File: src/rtl/rv_pkg.sv
// RV32I encoding constants and types shared by the instruction loader and decoder.
package rv_pkg;

    localparam int unsigned WORD_W  = 32;
    localparam int unsigned REG_W   = 5;
    localparam int unsigned IMM_W   = 12;
    localparam int unsigned KIND_W  = 2;
    localparam int unsigned STATE_W = 2;

    // Major opcodes (identical to the decoder's view)
    localparam logic [6:0] OP_LOAD  = 7'b0000011;
    localparam logic [6:0] OP_STORE = 7'b0100011;
    localparam logic [6:0] OP_RTYPE = 7'b0110011;

    // funct3 / funct7 values for the supported subset
    localparam logic [2:0] F3_W   = 3'b010;
    localparam logic [2:0] F3_ADD = 3'b000;
    localparam logic [6:0] F7_ADD = 7'b0000000;

    typedef enum logic [KIND_W-1:0] {
        KIND_LW  = 2'b00,
        KIND_SW  = 2'b01,
        KIND_ADD = 2'b10,
        KIND_ILL = 2'b11
    } instr_kind_t;

    typedef enum logic [STATE_W-1:0] {
        LD_IDLE   = 2'd0,
        LD_ACCEPT = 2'd1,
        LD_WRITE  = 2'd2,
        LD_DONE   = 2'd3
    } load_state_t;

    // Symbolic instruction bundle handed to the encoder
    typedef struct packed {
        instr_kind_t         kind;
        logic [REG_W-1:0]    rd;
        logic [REG_W-1:0]    rs1;
        logic [REG_W-1:0]    rs2;
        logic [IMM_W-1:0]    imm;
    } instr_fields_t;

    // Only the three supported kinds produce a word
    function automatic logic is_legal_kind(input instr_kind_t kind);
        return kind != KIND_ILL;
    endfunction

endpackage

File: src/rtl/instr_encode.sv
// Combinational RV32I encoder: symbolic fields -> 32-bit instruction word.
module instr_encode
    import rv_pkg::*;
(
    input  instr_fields_t        i_fields,
    output logic [WORD_W-1:0]    o_word_c,
    output logic                 o_legal_c
);

    // Assemble the word for the selected kind; unused fields are ignored
    always_comb begin
        o_word_c  = '0;
        o_legal_c = is_legal_kind(i_fields.kind);
        case (i_fields.kind)
            KIND_LW: begin
                o_word_c = {i_fields.imm, i_fields.rs1, F3_W, i_fields.rd, OP_LOAD};
            end
            KIND_SW: begin
                o_word_c = {i_fields.imm[11:5], i_fields.rs2, i_fields.rs1, F3_W,
                            i_fields.imm[4:0], OP_STORE};
            end
            KIND_ADD: begin
                o_word_c = {F7_ADD, i_fields.rs2, i_fields.rs1, F3_ADD, i_fields.rd, OP_RTYPE};
            end
            default: begin
                o_word_c = '0;
            end
        endcase
    end

endmodule

File: src/rtl/instr_loader.sv
// Instruction loader: encodes a stream of symbolic bundles into RV32I words
// and writes them sequentially into instruction memory.
module instr_loader
    import rv_pkg::*;
#(
    parameter int unsigned ADDR_W    = 32,
    parameter int unsigned MAX_WORDS = 64
) (
    input  logic                 clk,
    input  logic                 reset,
    input  logic                 start,
    input  logic [ADDR_W-1:0]    base_addr,
    input  logic                 in_valid,
    output logic                 in_ready,
    input  logic [KIND_W-1:0]    in_kind,
    input  logic [REG_W-1:0]     in_rd,
    input  logic [REG_W-1:0]     in_rs1,
    input  logic [REG_W-1:0]     in_rs2,
    input  logic [IMM_W-1:0]     in_imm,
    input  logic                 in_last,
    output logic                 imem_we,
    output logic [ADDR_W-1:0]    imem_addr,
    output logic [WORD_W-1:0]    imem_wdata,
    output logic                 busy,
    output logic                 done,
    output logic                 err,
    output logic [6:0]           count
);

    localparam int unsigned COUNT_W = 7;

    localparam logic [STATE_W-1:0] S_IDLE   = LD_IDLE;
    localparam logic [STATE_W-1:0] S_ACCEPT = LD_ACCEPT;
    localparam logic [STATE_W-1:0] S_WRITE  = LD_WRITE;
    localparam logic [STATE_W-1:0] S_DONE   = LD_DONE;

    localparam logic [ADDR_W-1:0]  ALIGN_MASK = ~ADDR_W'(3);
    localparam logic [ADDR_W-1:0]  WORD_STEP  = ADDR_W'(4);
    localparam logic [COUNT_W-1:0] COUNT_LIM  = COUNT_W'(MAX_WORDS);

    logic [STATE_W-1:0]  r_state;
    logic [STATE_W-1:0]  w_next_state;

    logic [ADDR_W-1:0]   r_addr;
    logic [COUNT_W-1:0]  r_count;
    logic                r_err;
    logic                r_last;

    logic                r_in_ready;
    logic                r_busy;
    logic                r_done;
    logic                r_imem_we;
    logic [ADDR_W-1:0]   r_imem_addr;
    logic [WORD_W-1:0]   r_imem_wdata;

    instr_fields_t       w_fields;
    logic [WORD_W-1:0]   w_word_c;
    logic                w_legal_c;
    logic                w_xfer;
    logic [COUNT_W-1:0]  w_count_inc;
    logic                w_at_limit;
    logic [ADDR_W-1:0]   w_base_aligned;

    // Pack the incoming fields for the encoder
    always_comb begin
        w_fields.kind = instr_kind_t'(in_kind);
        w_fields.rd   = in_rd;
        w_fields.rs1  = in_rs1;
        w_fields.rs2  = in_rs2;
        w_fields.imm  = in_imm;
    end

    instr_encode u_encode (
        .i_fields  (w_fields),
        .o_word_c  (w_word_c),
        .o_legal_c (w_legal_c)
    );

    // Handshake, word-count limit and aligned start address
    always_comb begin
        w_xfer         = (r_state == S_ACCEPT) && in_valid && r_in_ready;
        w_count_inc    = r_count + COUNT_W'(1);
        w_at_limit     = (w_count_inc == COUNT_LIM);
        w_base_aligned = base_addr & ALIGN_MASK;
    end

    // State register
    always_ff @(posedge clk or posedge reset) begin
        if (reset) begin
            r_state <= S_IDLE;
        end else begin
            r_state <= w_next_state;
        end
    end

    // Next-state logic
    always_comb begin
        w_next_state = r_state;
        case (r_state)
            S_IDLE: begin
                if (start) begin
                    w_next_state = S_ACCEPT;
                end
            end
            S_ACCEPT: begin
                if (w_xfer) begin
                    w_next_state = w_legal_c ? S_WRITE : S_DONE;
                end
            end
            S_WRITE: begin
                w_next_state = (r_last || w_at_limit) ? S_DONE : S_ACCEPT;
            end
            S_DONE: begin
                w_next_state = S_IDLE;
            end
            default: begin
                w_next_state = S_IDLE;
            end
        endcase
    end

    // Session datapath: address, count, sticky error and captured word
    always_ff @(posedge clk or posedge reset) begin
        if (reset) begin
            r_addr       <= '0;
            r_count      <= '0;
            r_err        <= 1'b0;
            r_last       <= 1'b0;
            r_imem_addr  <= '0;
            r_imem_wdata <= '0;
        end else begin
            case (r_state)
                S_IDLE: begin
                    if (start) begin
                        r_addr  <= w_base_aligned;
                        r_count <= '0;
                        r_err   <= 1'b0;
                    end
                end
                S_ACCEPT: begin
                    if (w_xfer) begin
                        r_last       <= in_last;
                        r_imem_addr  <= r_addr;
                        r_imem_wdata <= w_word_c;
                        if (!w_legal_c) begin
                            r_err <= 1'b1;
                        end
                    end
                end
                S_WRITE: begin
                    r_addr  <= r_addr + WORD_STEP;
                    r_count <= w_count_inc;
                    if (!r_last && w_at_limit) begin
                        r_err <= 1'b1;
                    end
                end
                default: begin
                    r_last <= r_last;
                end
            endcase
        end
    end

    // Registered status and strobe outputs, decoded from the upcoming state
    always_ff @(posedge clk or posedge reset) begin
        if (reset) begin
            r_in_ready <= 1'b0;
            r_busy     <= 1'b0;
            r_done     <= 1'b0;
            r_imem_we  <= 1'b0;
        end else begin
            r_in_ready <= (w_next_state == S_ACCEPT);
            r_busy     <= (w_next_state != S_IDLE);
            r_done     <= (w_next_state == S_DONE);
            r_imem_we  <= (w_next_state == S_WRITE);
        end
    end

    assign in_ready   = r_in_ready;
    assign busy       = r_busy;
    assign done       = r_done;
    assign err        = r_err;
    assign count      = r_count;
    assign imem_we    = r_imem_we;
    assign imem_addr  = r_imem_addr;
    assign imem_wdata = r_imem_wdata;

endmodule

File: config.mk
export PLATFORM = sky130hd
export DESIGN_NAME = instr_loader
export DESIGN_NICKNAME = d
export VERILOG_FILES = /design/src/rtl/rv_pkg.sv /design/src/rtl/instr_encode.sv /design/src/rtl/instr_loader.sv
export SDC_FILE = /design/constraint.sdc
export NUM_CORES = 1
export LEC_CHECK = 0
export ABC_AREA = 1
export BUFFER_PORTS_ARGS = -buffer_cell sky130_fd_sc_hd__buf_2
export CAP_MARGIN = 20
export CORE_ASPECT_RATIO = 0.8
export CORE_MARGIN = 1.5
export CORE_UTILIZATION = 45
export CTS_BUF_LIST = sky130_fd_sc_hd__clkbuf_4
export DETAILED_ROUTE_END_ITERATION = 12
export PLACE_DENSITY_LB_ADDON = 0.08
export SLEW_MARGIN = 20
export SYNTH_ARGS = -nofsm -noshare
export SYNTH_HDL_FRONTEND = slang
export SYNTH_SLANG_ARGS = --single-unit
File: constraint.sdc
create_clock -name clk -period 3.96 [get_ports clk]
set_clock_uncertainty 0.05 [all_clocks]
set_input_delay 0 -clock clk [delete_from_list [all_inputs] [get_ports clk]]
set_output_delay 0 -clock clk [all_outputs]
set_load 0.02 [all_outputs]
# ---- Word level (Yosys, flattened, before mapping)
# Index checks and enable logic that the tools add are counted.
dict set report classes {
  add_sub_neg 2
  mul 0
  n_div 0
  magnitude_cmp 0
  eq_ne 14
  shifts 0
  muxes 15
  n_bitwise 0
  n_reduce_logical 13
}
# op count
set op_table {}
lappend op_table {{$pmux 32 s3} 1}
lappend op_table {{$pmux 32 s2} 1}
lappend op_table {{$add 32x3->32 const B} 1}
lappend op_table {{$mux 32} 1}
lappend op_table {{$pmux 7 s2} 1}
lappend op_table {{$eq 2x2->1 const B} 5}
lappend op_table {{$ne 2x2->1 const B} 5}
lappend op_table {{$pmux 2 s4} 1}
lappend op_table {{$add 7x1->7 const B} 1}
lappend op_table {{$eq 7x7->1 const B} 1}
lappend op_table {{$mux 7} 1}
lappend op_table {{$eq 2x1->1 const B} 3}
lappend op_table {{$mux 2} 3}
lappend op_table {{$mux 1} 5}
lappend op_table {{$reduce_and 5->1} 1}
lappend op_table {{$logic_not 2->1} 2}
lappend op_table {{$reduce_and 2->1} 2}
lappend op_table {{$reduce_bool 2->1} 2}
lappend op_table {{$logic_and 1x1->1} 3}
lappend op_table {{$pmux 1 s3} 1}
lappend op_table {{$reduce_bool 3->1} 1}
lappend op_table {{$logic_not 1->1} 1}
lappend op_table {{$logic_or 1x1->1} 1}
dict set report totals {
  ff_bits 111
  latch_bits 0
  ramBits 0
  mem_bits_ro 0
  inputBits 66
  out_inout_bits 76
  memories 0
}

# ---- Depth between registers and ports, before layout
dict set report depth {
  ltp_word 6
  ltp_mapped 13
  ltp_nobuf 13
}

# ---- By module
# From an unflattened synthesis, not the netlist that was laid out.
dict set report unflattened {
  hier_cells 797
  hier_area_um2 5831.8
}
# mod n_inst cells_each area_per_inst_um2 seq_area_each_um2
set by_module_without_submodules {}
lappend by_module_without_submodules {instr_loader 1 671 5235.0 2677.6}
lappend by_module_without_submodules {instr_encode 1 126 596.8 0.0}

# ---- Worst setup path after synthesis
# Ideal clock, no wire load.
dict set report synth_path {
  path_type {register to register}
  start {register r_state[0]}
  end {register r_addr[25]}
  t_arrival_ns 1.517
  t_required_ns 3.779
  slack_ns 2.262
  path_stages_with_launch 12
  path_buffers 2
  cell_sequence {dfrtp_1 > inv_1 > ha_1 > inv_1 > nor2_1 > inv_1 > nand2_1 > inv_1 > buf_2 > buf_2 > o21ai_0 > o22ai_2}
}
dict set report synth_between {
  elab_chain_len 3
}
# item line_no
set synth_lines {}
lappend synth_lines {{start, declared} instr_loader.sv:41} ;# logic [STATE_W-1:0] r_state;
lappend synth_lines {{start signal, assigned} instr_loader.sv:92} ;# r_state <= w_next_state;
lappend synth_lines {{$eq 2x2->1 or $logic_not 2->1 (tied branches)} instr_loader.sv:132} ;# case (r_state)
lappend synth_lines {{$reduce_bool 2->1 (no line) or $ne 2x2->1 (tied branches)} -}
lappend synth_lines {{$reduce_and 2->1 (no line)} -}
lappend synth_lines {{end signal, assigned} instr_loader.sv:135} ;# r_addr <= w_base_aligned;
lappend synth_lines {{end signal, assigned} instr_loader.sv:151} ;# r_addr <= r_addr + WORD_STEP;
lappend synth_lines {{end, declared} instr_loader.sv:44} ;# logic [ADDR_W-1:0] r_addr;
# Parallel ways exist; a longest one is shown, timed or not.
# A chain may end at the register's enable or synchronous reset.

# ---- Final worst setup path
dict set report layout_path {
  start {register r_state[0]}
  end {register r_addr[12]}
}
# Same word-level chain as after synthesis.

==> impl_metrics.csv <==
group,metric,value,unit
run_status,status,"completed",
floorplanning,die_x,124,µm
clocking,cts_buffers,9,
timing,hold_viol_final,0,
timing,min_period_over_period,59.5,%
setup_path,startpoint_type,"register",
yosys,synth.most_common_cell,"nand2_1",
cells_and_area,final_area,0.00687,mm²
global_route,grt_pass1_wl,24200,µm
setup_path,slowest_delay,0.51,ns
placed_design,placed_area,0.00603,mm²
floorplanning,pin_count,142,
setup_path,endpoint_kind,"register",
yosys,synthTopCellsByCount,"nand2_1 (181), dfrtp_1 (101), o21ai_0 (75)",
global_route,grt_usage,24.0,%
pwr,vdd_drop_max,0.640,mV
timing,finalSetupViolCount,0,
pwr,switching_share,46.4,%
yosys,syn_avg_cell_area,7.88,µm²
yosys,yosys_warnings,0,
cells_and_area,fin_nets,938,
clocking,cts.path.max_buffers,2,
cells_and_area,fin_cells,1014,
setup_path,cp_slowest_cell,"inv_2",
timing,timing.fmax,425,MHz
floorplanning,chipHeight,100,µm
flow_run,drv_cap,0,
detailed_routing,final_antenna_net_count,0,
yosys,yosysSeqAreaShare,47.8,%
placed_design,port_buffers,132,
global_route,grt_max_degree,89,
yosys,synth_cells,672,
pwr,power.leakage,3.50,nW
detailed_routing,via_per_inst,5.01,
setup_path,path_cells,"inv_1 > ha_1 > inv_1 > nor2_1 > inv_1 > nand2_1 > buf_4 > inv_2 > nand2_1 > o21ai_0 > inv_1",
clocking,cts.sinks,101,
yosys,synth_top_area_cell,"dfrtp_1",
clocking,htreeDepth,3,
detailed_routing,wl_per_cell,14.2,µm
placed_design,place.gp.congestion,0.853,
yosys,synth_top_area_share,47.8,%
global_route,grtUsageMet2,39.9,%
clocking,clk_latency,0.46,ns
placed_design,pre_cts_ws,1.23,ns
setup_path,required,4.27,ns
floorplanning,dieArea,0.0124,mm²
yosys,synth_edf_count,0,
clocking,cts.clk_slew.worst_paths,0.15,ns
cells_and_area,diodes,0,
global_route,top_usage_layer,"met2",
pwr,power_frac_seq,39.9,%
setup_path,cpMostUsedCell,"inv_1",
timing,setup_ws,1.61,ns
cells_and_area,synthToLayoutAreaGrowth,29.9,%
pwr,internal-power,2.44,mW
timing,slew-limit-headroom,41.4,%
clocking,cts_root_buf,"clkbuf_4",
cells_and_area,drive_gt1_share,21.6,%
detailed_routing,first_iter_violations,375,
yosys,synthArstFlopShare,100,%
setup_path,crit_fanout,38,
timing,slew_violations,0,
yosys,syn_area,0.00529,mm²
detailed_routing,drt-total-wl,14400,µm
yosys,synth_flop_cell,"dfrtp_1",
detailed_routing,drc,0,
timing,tightest_slew,0.880,ns
timing,final.setup.tns,0,ns
pwr,p_clk_share,13.3,%
yosys,netlist_top_cells_area,"dfrtp_1 (48%), nand2_1 (13%), o21ai_0 (7.1%)",
global_route,grtUsageMet1,31.8,%
detailed_routing,vias,5085,
global_route,grt_pass1_vias,4969,
cells_and_area,nFillCells,1101,
clocking,post_cts_buffers,0,
clocking,cts_tree,"built",
global_route,grt-ovfl-total,0,
setup_path,worst_ep_arrival_time,2.66,ns
global_route,use_met3,4.16,%
pwr,p_switching,2.11,mW
yosys,synth-seq-cells,101,
clocking,cts_resized,0,
placed_design,dp.cells,929,
yosys,synth.distinct_cells,36,
detailed_routing,drtPass1Iterations,4,
global_route,antenna_found_initial,0,
timing,rsz0062_at_grt,"no",
setup_path,path_class,"reg -> reg",
worst_hold_path,hold_class,"in -> async",
timing,fin_crit,2.35,ns
pwr,power_density,662,mW/mm²
pwr,total_power,4.55,mW
placed_design,dp_hpwl,9560,µm
pwr,p_comb_share,46.8,%
floorplanning,core,0.0115,mm²
floorplanning,placementRows,35,
floorplanning,start_util,46.1,%
metal layers:
layer	routed length, µm	up-vias
met2	6800	132
met4	396	0
met5	0	-
li1	-	2557
met1	6680	2363
met3	555	33
critical path: cells and delay by family, from the launching register on:
| family | cells | cell delay, ns |
|---|---|---|
| AO/OA/AOI/OAI | 1 | 0.19 |
| adder cells (fa/ha/maj) | 1 | 0.20 |
| buffers and inverters | 6 | 1.09 |
| flip-flops | 1 | 0.44 |
| AND/OR/NAND/NOR | 3 | 0.31 |
logic make-up (layout without fill, tap and decap cells):
| kind of cell | Yosys count | in the layout | share of synthesized area, % |
|---|---|---|---|
| and+or+nand+nor | 307 | 307 | 25.7 |
| DFF | 101 | 101 | 47.8 |
| other | 1 | 7 | 0.0709 |
| AOI/OAI and AO/OA | 140 | 140 | 14.7 |
| adders and majority gates | 11 | 11 | 2.60 |
| buffers and inverters | 109 | 297 | 8.63 |
| xor gates and xnor gates | 3 | 3 | 0.497 |
state kept, by name (all words and copies together) (netlist names):
signal,count
r_addr,30
imem_addr,30
busy,1
imem_wdata,26
r_state,2
imem_we,1
in_ready,1
count,7
err,1
r_last,1
done,1
cell usage in the layout, fill, tap and decap left out, drive strengths merged, types with 2 or more instances in the layout:
cell         netlist  routed
a21oi             20      20
a22oi             12      12
buf               22     137
bufinv             0       2
clkbuf            12       9
clkinv             0       4
conb               1       7
dfrtp            101     101
dlygate4sd3        0      69
ha                11      11
inv               75      75
nand2            186     186
nand3             46      46
nand4              8       8
nor2              46      46
nor3              15      15
o211ai             6       6
o21ai             89      89
o22ai              7       7
or2                6       6
xor2               3       3
final timing paths:
check                                         start                          to  slack, ns  depth (start not counted)
setup / recovery               r_state[0]$_DFF_PP0_      r_addr[12]$_DFFE_PP0P_       1.61                         11
hold / removal                                reset  imem_wdata[11]$_DFFE_PP0P_       0.18                          3
setup reg to reg               r_state[0]$_DFF_PP0_      r_addr[12]$_DFFE_PP0P_       1.61                         11
hold reg to reg            imem_addr[3]$_DFFE_PP0P_    imem_addr[3]$_DFFE_PP0P_       0.44                          2
max in group asynchronous                     reset      r_addr[27]$_DFFE_PP0P_       2.63                          4
min in group clk                            in_last          r_last$_DFFE_PP0P_       0.23                          4
layout make-up:
type,instances,area (µm²),area share [%]
Multi-Input combinational cell,468,2330,33.9
Timing Repair Buffer,206,1390,20.2
Inverter,75,284,4.13
Clock inverter,7,90.1,1.31
Tap cell,148,185,2.69
Sequential cell,101,2530,36.8
Clock buffer,9,67.6,0.983
power by group through the flow:
stage	logic, mW	clock network, mW	registers (mW)
finish	2.13	0.606	1.82
CTS	2.14	0.632	1.81
floorplan	1.13	0	2.14
global route	2.40	0.670	1.88
detailed placement	2.08	0	1.83
global placement	2.04	0	1.81
timing repair:
| item | in CTS | in global routing |
|---|---|---|
| hold endpoints to repair | 128 | 0 |
| hold buffers | 69 | 0 |
| endpoints found under the setup margin | 0 | 0 |
metrics by stage:
step	util (%)	hold slack [ns]
final	59.9	0.184
after detailed placement	52.5	0.166
after CTS	59.9	0.194
after global placement	52.5	0.167
after global routing	59.9	0.207
after floorplan	-	0.0710
Note: power is estimated with default switching activity, not from simulation.
